File: config.mk
export PLATFORM = sky130hd
export DESIGN_NAME = tpuv1_host_seq
export DESIGN_NICKNAME = d
export VERILOG_FILES = /design/src/rtl/tpu_pkg.sv /design/src/rtl/tpuv1_host_seq.sv
export SDC_FILE = /design/constraint.sdc
export NUM_CORES = 1
export LEC_CHECK = 0
export CORE_UTILIZATION = 41
export CTS_CLUSTER_DIAMETER = 120
export DETAILED_ROUTE_END_ITERATION = 7
export PLACE_DENSITY = 0.87
export RECOVER_POWER = 25
export SLEW_MARGIN = 20
export SYNTH_ARGS = -nofsm -noshare
export SYNTH_HDL_FRONTEND = slang
export SYNTH_SLANG_ARGS = --single-unit
File: constraint.sdc
create_clock -name clk -period 2.6 [get_ports clk]
set_input_delay 0.52 -clock clk [delete_from_list [all_inputs] [get_ports clk]]
set_output_delay 0.52 -clock clk [all_outputs]
set_load 0.005 [all_outputs]
File: src/rtl/tpu_pkg.sv
// Shared constants for the tpuv1 host sequencer: the TPU register map and the
// sequencer state encoding.
package tpu_pkg;

  localparam logic [15:0] TPU_A_BASE = 16'h0100;
  localparam logic [15:0] TPU_B_BASE = 16'h0200;
  localparam logic [15:0] TPU_C_BASE = 16'h0300;
  localparam logic [15:0] TPU_START  = 16'h0400;
  localparam logic [15:0] TPU_IDLE   = 16'h0000;

  typedef enum logic [2:0] {
    ST_IDLE,
    ST_LD_A,
    ST_LD_B,
    ST_LD_C,
    ST_CLR_C,
    ST_START,
    ST_WAIT,
    ST_RD_C
  } seq_state_t;

  // Word address of row/half-row 'idx' inside a region; words are 8 bytes apart.
  function automatic logic [15:0] rowAddr(input logic [15:0] base, input logic [7:0] idx);
    return base + {5'd0, idx, 3'b000};
  endfunction

endpackage

File: src/rtl/tpuv1_host_seq.sv
// Bus initiator for the tpuv1 matrix unit: streams A, B and C (or zeros) into
// the TPU, issues start, waits out the compute time and streams C back out.
module tpuv1_host_seq
  import tpu_pkg::*;
#(
  parameter int DIM      = 8,
  parameter int DATAW    = 64,
  parameter int ADDRW    = 16,
  parameter int WAIT_CYC = 3 * DIM
) (
  input  logic             clk,
  input  logic             rst_n,
  input  logic             job_valid,
  input  logic             job_load_c,
  output logic             job_ready,
  input  logic             in_valid,
  output logic             in_ready,
  input  logic [DATAW-1:0] in_data,
  output logic             out_valid,
  input  logic             out_ready,
  output logic [DATAW-1:0] out_data,
  output logic [ADDRW-1:0] tpu_addr,
  output logic             tpu_r_w,
  output logic [DATAW-1:0] tpu_wdata,
  input  logic [DATAW-1:0] tpu_rdata,
  output logic             busy,
  output logic             done
);

  localparam int IDXW  = $clog2(2 * DIM) + 1;
  localparam int WCNTW = $clog2(WAIT_CYC) + 1;

  localparam logic [IDXW-1:0]  LAST_AB   = IDXW'(DIM - 1);
  localparam logic [IDXW-1:0]  LAST_C    = IDXW'(2 * DIM - 1);
  localparam logic [WCNTW-1:0] WAIT_INIT = WCNTW'(WAIT_CYC);

  seq_state_t       r_state, w_state;
  logic [IDXW-1:0]  r_idx, w_idx;
  logic [WCNTW-1:0] r_wcnt, w_wcnt;
  logic             r_loadC, w_loadC;
  logic             r_rdPend, w_rdPend;
  logic [ADDRW-1:0] r_tpuAddr, w_tpuAddr;
  logic             r_tpuRw, w_tpuRw;
  logic [DATAW-1:0] r_tpuWdata, w_tpuWdata;
  logic             r_outValid, w_outValid;
  logic [DATAW-1:0] r_outData, w_outData;
  logic             w_done;
  logic             w_inReady;
  logic             w_jobReady;

  // Next-state and next-register values; the bus defaults to idle every cycle
  // so that a write is only ever driven for one cycle per accepted word.
  always_comb begin
    w_state    = r_state;
    w_idx      = r_idx;
    w_wcnt     = r_wcnt;
    w_loadC    = r_loadC;
    w_rdPend   = r_rdPend;
    w_tpuAddr  = ADDRW'(TPU_IDLE);
    w_tpuRw    = 1'b0;
    w_tpuWdata = '0;
    w_outValid = r_outValid;
    w_outData  = r_outData;
    w_done     = 1'b0;
    w_inReady  = 1'b0;
    w_jobReady = 1'b0;

    case (r_state)
      ST_IDLE: begin
        w_jobReady = 1'b1;
        if (job_valid) begin
          w_loadC = job_load_c;
          w_idx   = '0;
          w_state = ST_LD_A;
        end
      end

      ST_LD_A, ST_LD_B: begin
        w_inReady = 1'b1;
        if (in_valid) begin
          w_tpuRw    = 1'b1;
          w_tpuWdata = in_data;
          w_tpuAddr  = ADDRW'(rowAddr((r_state == ST_LD_A) ? TPU_A_BASE : TPU_B_BASE,
                                      8'(r_idx)));
          if (r_idx == LAST_AB) begin
            w_idx = '0;
            if (r_state == ST_LD_A) begin
              w_state = ST_LD_B;
            end else begin
              w_state = r_loadC ? ST_LD_C : ST_CLR_C;
            end
          end else begin
            w_idx = r_idx + IDXW'(1);
          end
        end
      end

      ST_LD_C: begin
        w_inReady = 1'b1;
        if (in_valid) begin
          w_tpuRw    = 1'b1;
          w_tpuWdata = in_data;
          w_tpuAddr  = ADDRW'(rowAddr(TPU_C_BASE, 8'(r_idx)));
          if (r_idx == LAST_C) begin
            w_idx   = '0;
            w_state = ST_START;
          end else begin
            w_idx = r_idx + IDXW'(1);
          end
        end
      end

      ST_CLR_C: begin
        w_tpuRw   = 1'b1;
        w_tpuAddr = ADDRW'(rowAddr(TPU_C_BASE, 8'(r_idx)));
        if (r_idx == LAST_C) begin
          w_idx   = '0;
          w_state = ST_START;
        end else begin
          w_idx = r_idx + IDXW'(1);
        end
      end

      ST_START: begin
        w_tpuRw   = 1'b1;
        w_tpuAddr = ADDRW'(TPU_START);
        w_wcnt    = WAIT_INIT;
        w_state   = ST_WAIT;
      end

      ST_WAIT: begin
        if (r_wcnt == '0) begin
          w_idx     = '0;
          w_rdPend  = 1'b0;
          w_tpuAddr = ADDRW'(rowAddr(TPU_C_BASE, 8'd0));
          w_state   = ST_RD_C;
        end else begin
          w_wcnt = r_wcnt - WCNTW'(1);
        end
      end

      ST_RD_C: begin
        w_tpuAddr = ADDRW'(rowAddr(TPU_C_BASE, 8'(r_idx)));
        if (!r_rdPend) begin
          w_outData  = tpu_rdata;
          w_outValid = 1'b1;
          w_rdPend   = 1'b1;
        end else if (out_ready) begin
          w_outValid = 1'b0;
          w_rdPend   = 1'b0;
          if (r_idx == LAST_C) begin
            w_done    = 1'b1;
            w_idx     = '0;
            w_tpuAddr = ADDRW'(TPU_IDLE);
            w_state   = ST_IDLE;
          end else begin
            w_idx     = r_idx + IDXW'(1);
            w_tpuAddr = ADDRW'(rowAddr(TPU_C_BASE, 8'(r_idx + IDXW'(1))));
          end
        end
      end

      default: begin
        w_state = ST_IDLE;
      end
    endcase
  end

  // State register.
  always_ff @(posedge clk or negedge rst_n) begin
    if (!rst_n) begin
      r_state <= ST_IDLE;
    end else begin
      r_state <= w_state;
    end
  end

  // Counters, latched job options and the registered bus/stream outputs.
  always_ff @(posedge clk or negedge rst_n) begin
    if (!rst_n) begin
      r_idx      <= '0;
      r_wcnt     <= '0;
      r_loadC    <= 1'b0;
      r_rdPend   <= 1'b0;
      r_tpuAddr  <= '0;
      r_tpuRw    <= 1'b0;
      r_tpuWdata <= '0;
      r_outValid <= 1'b0;
      r_outData  <= '0;
    end else begin
      r_idx      <= w_idx;
      r_wcnt     <= w_wcnt;
      r_loadC    <= w_loadC;
      r_rdPend   <= w_rdPend;
      r_tpuAddr  <= w_tpuAddr;
      r_tpuRw    <= w_tpuRw;
      r_tpuWdata <= w_tpuWdata;
      r_outValid <= w_outValid;
      r_outData  <= w_outData;
    end
  end

  assign job_ready = w_jobReady;
  assign in_ready  = w_inReady;
  assign busy      = (r_state != ST_IDLE);
  assign done      = w_done;
  assign tpu_addr  = r_tpuAddr;
  assign tpu_r_w   = r_tpuRw;
  assign tpu_wdata = r_tpuWdata;
  assign out_valid = r_outValid;
  assign out_data  = r_outData;

endmodule

# Yosys cells after proc, flatten, opt, wreduce, memory -nomap -nowiden
# Index checks and enable logic that the tools add are counted.
# Widths: inputs -> output; s select.
# classes
add_sub_neg	6
mul	0
n_div	0
magnitude_cmp	0
n_eq_ne	19
n_shift	0
muxes	47
bitwise_logic	1
reduce_logical	16
# ops
op	n
$mux 64	2
$pmux 11 s6	1
$mux 11	5
$mux 5	8
$mux 3	11
$pmux 5 s6	1
$pmux 3 s7	1
$mux 10	2
$ne 2x2->1 const B	10
$eq 3x3->1 const B	4
$mux 1	12
$pmux 6 s2	1
$add 10x8->11	1
$add 10x8->11 const A	1
$add 10x9->11 const A	1
$reduce_and 2->1	5
$reduce_and 8->1	1
$reduce_and 7->1	1
$add 5x1->6 const B	1
$eq 3x2->1 const B	2
$logic_not 6->1	1
$mux 6	1
$reduce_bool 6->1	1
$sub 6x1->6 const B	1
other kinds (11)	14
# totals
reg_bits	162
latchBits	0
mem_bits_rw	0
rom_bits	0
inputBits	134
out_inout_bits	150
wordCells	99
mem_count	0

# Depth between registers and ports, before layout
# Gate-level depths: netlist of the first run.
# logic_depth
depth_word	6
ltp_mapped	7
depth_no_buf	7

# Least setup slack after synthesis of the first run
# Ideal clock, no wire load.
# synth_path
path_kind	reg2reg
from	register r_idx[0]
to	register r_state[0]
setup_ns	0.120
arrival_time_ns	1.768
required_ns	2.480
slack_ns	0.712
path_stages_with_launch	6
path_buffers	0
synth_period_minus_slack_ns	1.888
path_cell_list	dfrtp_1 -> ha_1 -> nor4bb_1 -> nor4_1 -> or4_1 -> and3_1
# synth_between
elab_chain_len	4
word_cells_on_any_way	8
classes_between	eq/ne: 4; mux: 3; reduce/logical: 1
# synth_rtl
item	line	rtl
from (decl)	tpuv1_host_seq.sv:38	logic [IDXW-1:0] r_idx, w_idx;
from (signal assigned)	tpuv1_host_seq.sv:191	r_idx <= w_idx;
$eq 5x4->1	tpuv1_host_seq.sv:104, tpuv1_host_seq.sv:116, tpuv1_host_seq.sv:151	
$mux 3 (2 in a row)	--	
$pmux 3 s7	--	
to (signal assigned)	tpuv1_host_seq.sv:174	r_state <= w_state;
to (decl)	tpuv1_host_seq.sv:37	seq_state_t r_state, w_state;
# Parallel ways exist; a longest one is shown, timed or not. The select of a mux whose other input is x is not followed.
# A chain may end at the register's enable or synchronous reset.

# Final worst setup path of the first run
# layout_path
from	register r_state[1]
to	output in_ready
# layout_between
elab_chain_len	3
word_cells_on_any_way	5
classes_between	eq/ne: 3; mux: 1; reduce/logical: 1
# layout_rtl
item	line	rtl
$eq 3x1->1 or $eq 3x2->1 (tied branches)	tpuv1_host_seq.sv:68	case (r_state)
$reduce_or 3->1 (no line) (*)	--	
$mux 1 (*)	tpuv1_host_seq.sv:68	
to (decl)	tpuv1_host_seq.sv:17	output logic in_ready,
# Every way passes the cells marked *; elsewhere a longest branch is shown, timed or not.

==> results of run 1 <==
path summary, 6_finish.rpt:
kind	startpoint	endpoint	slack, ns	depth (start not counted)
worst max-delay path	r_state[1]	in_ready	0.19	3
worst min-delay path	rst_n	r_idx[3]	0.29	2
worst max register to register	r_wcnt[0]	r_idx[3]	0.30	6
worst min register to register	out_data[24]	out_data[24]	0.50	1
max in group asynchronous	rst_n	out_data[23]	1.70	2
min in group clk	out_data[24]	out_data[24]	0.50	1
kinds of logic (layout without fill, tap and decap cells):
family          after synthesis  after routing  share of synthesized area [%]
xor+xnor                      2              2                          0.287
fa+ha+maj                     4              4                          0.821
other cells                   1              8                         0.0615
buf+inv                      43            331                           3.41
mux                          67             67                           12.4
compound gates               60             60                           7.57
simple gates                128            128                           12.3
flops                       154            154                           63.2
state kept, by name, summed over array words and instances (netlist names):
signal     count
r_loadC        1
tpu_addr       8
tpu_r_w        1
r_wcnt         6
r_idx          5
r_state        3
tpu_wdata     64
r_rdPend       1
out_data      64
out_valid      1
cell type report:
cell class	count	area [sq um]	area share, %
Inverter	10	37.5	0.388
Multi-Input combinational cell	269	2090	21.6
Clock inverter	9	115	1.19
Sequential cell	154	3860	39.9
Timing Repair Buffer	291	2880	29.8
Clock buffer	21	460	4.76
Tap cell	184	230	2.38
critical path, cell delays in order, from the launching register on:
cell	delay [ns]
dfrtp_2	0.50
nor2_1	0.45
nor2_1	0.07
clkdlybuf4s50_1	0.46
routing by layer:
metal / GRT usage [%] / up-vias / routed length, um
li1: - / 2133 / -
met1: 24.2 / 2278 / 6310
met2: 35.1 / 227 / 8230
met3: 7.65 / 23 / 1580
met4: 8.56 / 0 / 337
met5: 0 / - / 0
power by group through the flow:
stage          sequential [mW]  combinational [mW]  clock, mW
2_1_floorplan             3.50                1.57          0
3_3_place_gp              3.51                3.25          0
3_5_place_dp              3.57                3.35          0
4_1_cts                   3.53                3.39       2.45
5_1_grt                   3.61                3.69       2.56
6_report                  3.53                3.39       2.41
Yosys cell counts, types with 2 or more instances:
cell      count  area (sq um)
a21o_1        4          30.0
a21oi_1       5          25.0
a221o_1       2          20.0
a22o_1        8          70.1
a311oi_1      3          26.3
and2_1       66           413
and3_1        4          25.0
buf_2         9          45.0
buf_4         9          67.6
clkbuf_1     13          48.8
dfrtp_1     154          3850
ha_1          4          50.1
inv_1        10          37.5
mux2_2       66           743
nand2_1      19          71.3
nand3_1       5          25.0
nor2_1        6          22.5
nor2b_1       5          31.3
nor3_1        5          25.0
nor4_1        4          25.0
o211ai_1      7          52.6
o21a_4        2          30.0
o21ai_0      11          55.1
o21ai_1       2          10.0
or3_1         2          12.5
xor2_1        2          17.5
what timing repair did:
action,4_1_cts,5_1_grt
pin swaps,0,1
hold endpoints to repair,0,0
gates cloned,0,0
setup endpoints to repair,1,1
setup buffers,1,1
gates resized for setup,4,4
==> results by group, run 1 <==
STA
  • Slew HR: between 40% and 50%
  • RSZ-0062 raised after global routing: false
  • Final setup margin: 0.190 ns
  • Setup TNS: 0 ns
  • Final setup viols: 0
  • Minimum clock period: 2.41 ns
  • Final Cycle Share: 92.7%
  • Max Slew Vio Count: 0
  • Fin Clk Skew: 0.00597 ns
  • Final hold violation count: 0
  • Slew @ Worst Pin: approximately 0.82 ns
  • Fmax achieved: 415 MHz
  • Hold_ws: ~0.29 ns

Clock tree
  • Root buf cell: clkbuf_16
  • # hold bufs at CTS: 0
  • Num CTS Buffers: 17
  • Max clock buf depth: 2
  • CTS tree: built
  • Num Clock Sinks: approximately 150
  • Clock transition at the registers of the reported paths: 0.06 ns
  • Clock Latency Late Sink: about 0.42 ns
  • CTS HTree Levels: 4

Pwr
  • VDD IR-drop max: 0.482 mV
  • Sw Share: 28.4%
  • Sw power: 2.65 mW
  • Gate power share: 36.3%
  • Lkg Pwr: 4.25 nW
  • Pwr Total: 9.33 mW
  • Power Density: roughly 960 mW/mm^2
  • Sequential Power Share: 37.8%
  • Clock Power Share: 25.8%
  • Int Pwr: 6.68 mW

GRT
  • Gr usage total: 20.9%
  • First-pass GRT wire length: 23800 um
  • Vias in the first global route: 4586
  • Total gr overflow: 0
  • Largest net degree at the start of global routing: 155
  • Initial antenna violation count: 0

Min path
  • Hold Path Class: in2async

Drt
  • Initial drt markers: 229
  • Vias per Instance: 4.97
  • DRT antenna net count: 0
  • WL final: roughly 16000 um
  • Remaining DRCs: 0
  • Vias: 4661
  • DR WL/cell: 17.5 um
  • Pre-Repair DR Iteration Count: 4

Placement
  • Input/output buffers: 275
  • Worst slack, placed: 0.137 ns
  • Placed insts: 906
  • Hpwl dp: 12000 um
  • GPL Wtd Cong: approximately 0.9
  • Placed cell areas: between 0.009 and 0.01 sq mm

Synthesis
  • Distinct cells, synth: 58
  • Ys flop type: dfrtp_1
  • Asr flop ratio synth: 100%
  • Yosys reg bits: 154
  • Post-synth EDFFs: 0
  • Syn avg cell area: roughly 13 sq um
  • Total of warnings raised by yosys: 0
  • Mapped Area: 0.00610 sq mm
  • Mapped Cells: approximately 460
  • Register area share after synthesis: between 60 and 70%

Layout
  • Fin cells: between 900 and 1000
  • # nets final: 881
  • Cell area after layout: 0.00967 sq mm
  • Core Util, Final: 66.5%
  • Fill cells: 1049
  • Most frequent cells in the layout: 273 x clkdlybuf4s50_1, 151 x dfrtp_1, 66 x and2_1, 66 x mux2_2, 19 x nand2_1
  • N_diodes: 0
  • Layout cells sized above 1: between 15 and 20%
  • Commonest non-fill, non-tap cell in the layout: clkdlybuf4s50_1
  • Syn-to-layout area delta: 58.6%

Job
  • # Max-Cap Violations: 0

Setup path
  • CP Launch Type: flop
  • Crit path max fanout: 14
  • Critical Path RT: 2.08 ns
  • Critical path data arrival time: about 1.9 ns
  • Crit Path Category: reg2out
  • Crit. End Element: output pin

Die
  • Horiz. Die Dim: 124 um
  • Core box area: 0.0145 sq mm
  • Die area: 0.0154 sq mm
  • Initial Util: a little over two fifths
  • Die Y: 124 um
  • Num ports: 284
  • Num rows: 44

Outcome
  • Status: completed
Note: power is estimated with default switching activity, not from simulation.
==> run 2, diff against run 1 <==
--- a/config.mk
+++ b/config.mk
@@ -10,7 +10,7 @@
 export DETAILED_ROUTE_END_ITERATION = 7
 export PLACE_DENSITY = 0.87
 export RECOVER_POWER = 25
-export SLEW_MARGIN = 20
+export SETUP_SLACK_MARGIN = 0.02
 export SYNTH_ARGS = -nofsm -noshare
 export SYNTH_HDL_FRONTEND = slang
 export SYNTH_SLANG_ARGS = --single-unit
==> results of run 2 <==
Final layout, timing and power as in run 1 (identical DEF).
==> run 3, diff against run 2 <==
--- a/config.mk
+++ b/config.mk
@@ -8,7 +8,8 @@
 export CORE_UTILIZATION = 41
 export CTS_CLUSTER_DIAMETER = 120
 export DETAILED_ROUTE_END_ITERATION = 7
-export PLACE_DENSITY = 0.87
+export GPL_ROUTABILITY_DRIVEN = 0
+export PLACE_DENSITY_LB_ADDON = 0.3
 export RECOVER_POWER = 25
 export SETUP_SLACK_MARGIN = 0.02
 export SYNTH_ARGS = -nofsm -noshare
==> results by group, run 3 (same netlist as run 1, synthesis figures left out) <==
Die
  • Core box area: 0.0145 sq mm
  • Horiz. Die Dim: ~120 um
  • Num ports: 284
  • Num rows: 44
  • Initial Util: a little over two fifths
  • Die Y: 124 um
  • Die area: 0.0154 sq mm

STA
  • Fmax achieved: ~410 MHz
  • Final hold violation count: 0
  • Minimum clock period: 2.46 ns
  • Final setup viols: 0
  • Final Cycle Share: a little over nine tenths
  • Setup TNS: 0 ns
  • Slew HR: -8.79%
  • Slew @ Worst Pin: 1.63 ns
  • Max Slew Vio Count: 64
  • Fin Clk Skew: 0.00558 ns
  • RSZ-0062 raised after global routing: false

Setup path
  • Crit Path Category: reg2out
  • Crit. End Element: output pin
  • Slowest CP cell: dfrtp_2
  • Critical Path Max Stage Delay: 0.51 ns
  • CP Launch Type: flop
  • Critical path data arrival time: 1.94 ns
  • Crit path max fanout: 14
  • Critical Path RT: 2.08 ns
  • Crit path cell chain: or3_1, inv_1, clkdlybuf4s50_1

Drt
  • Vias per Instance: around 5.0
  • DR WL/cell: 17.4 um
  • Pre-Repair DR Iteration Count: 5
  • WL final: about 16000 um
  • Vias: 4687
  • Initial drt markers: approximately 280
  • DRT antenna net count: 0
  • Remaining DRCs: 0

Layout
  • Syn-to-layout area delta: 59.0%
  • Layout cells sized above 1: 17.0%
  • N_diodes: 0
  • Commonest non-fill, non-tap cell in the layout: clkdlybuf4s50_1
  • Core Util, Final: 66.7%
  • Most frequent cells in the layout: 273 x clkdlybuf4s50_1, 151 x dfrtp_1, 66 x and2_1, 66 x mux2_2, 19 x nand2_1
  • Register Area: 0.00386 sq mm
  • Fill cells: 1048
  • Multi-input gate area: 0.00210 sq mm
  • Cell area after layout: 0.00970 sq mm
  • # nets final: between 800 and 900

GRT
  • First-pass GRT wire length: 24300 um
  • Vias in the first global route: 4672
  • Gr usage total: 21.5%
  • Initial antenna violation count: 0
  • Total gr overflow: 0
  • Largest net degree at the start of global routing: 66

Placement
  • Input/output buffers: 275
  • Hpwl dp: 12000 um
  • Placed cell areas: 0.00909 sq mm

Pwr
  • VDD IR-drop max: 0.395 mV
  • Power Density: 956 mW/mm^2
  • Lkg Pwr: roughly 4.3 nW

Job
  • # Max-Cap Violations: 1

Clock tree
  • CTS HTree Levels: 4
  • Root buf cell: clkbuf_16
  • Max clock buf depth: 2
  • Clock transition at the registers of the reported paths: 0.06 ns
  • Clock Latency Late Sink: between 0.4 and 0.5 ns
  • CTS tree: built
  • Num Clock Sinks: roughly 150
  • Num CTS Buffers: 17

Outcome
  • Failing checks: capacitance limit, slew limit
  • Status: finished, violations left

Min path
  • Hold Path Class: reg2reg
run 3: timing repair:
item                                   CTS  global route
pin swaps                                0             0
setup endpoints to repair                1             4
gates cloned                             0             0
hold buffers                             0             0
endpoints found under the hold margin    0             0
setup buffers                            2             0
resized for setup                        5             4
run 3: layout make-up:
cell class | instances | share of cell area [%]
clock buffers | 24 | 5.17
clock inverters | 8 | 0.852
inverters | 10 | 0.387
multi-input cells | 269 | 21.6
flip-flops and latches | 154 | 39.8
well taps | 184 | 2.37
repair buffers | 293 | 29.8
run 3: routing by layer:
| layer | vias up | global-route usage (%) | part of all wire, % |
|---|---|---|---|
| met5 | - | 0 | 0 |
| met4 | 0 | 9.67 | 2.6 |
| met3 | 37 | 7.88 | 10 |
| met2 | 264 | 36.1 | 51 |
| met1 | 2242 | 24.4 | 37 |
| li1 | 2144 | - | - |
run 3: report_power, final:
| part | leakage, nW | internal [mW] | switching (mW) |
|---|---|---|---|
| Combinational | 2.02 | 2.12 | 1.23 |
| Sequential | 1.96 | 3.08 | 0.434 |
| Clock | 0.275 | 1.45 | 0.950 |
| Total | 4.26 | 6.65 | 2.62 |
run 3: stage by stage:
step	hold slack, ns	setup WS, ns	instances	power (mW)
after floorplan	0.224	0.712	466	5.07
after global placement	0.485	0.159	908	6.75
after detailed placement	0.492	0.137	908	6.87
after CTS	0.114	0.0443	942	9.33
after global routing	0.519	0.0617	942	9.84
final	0.502	0.142	942	9.27
run 3: path summary, 6_finish.rpt:
kind / from / endpoint / depth (start not counted) / slack [ns]
worst max-delay path: r_state[2] / job_ready / 3 / 0.14
worst min-delay path: out_data[16] / out_data[16] / 1 / 0.50
worst max register to register: r_wcnt[1] / r_idx[3] / 6 / 0.34
worst min register to register: out_data[16] / out_data[16] / 1 / 0.50
max in group asynchronous: rst_n / out_data[58] / 2 / 0.54
min in group asynchronous: rst_n / out_data[30] / 1 / 0.52
run 3: critical path, delay by kind of cell (launching register included):
family / cells / cell delay (ns)
buffers and inverters: 2 / 0.59
DFF: 1 / 0.51
and+or+nand+nor: 1 / 0.42
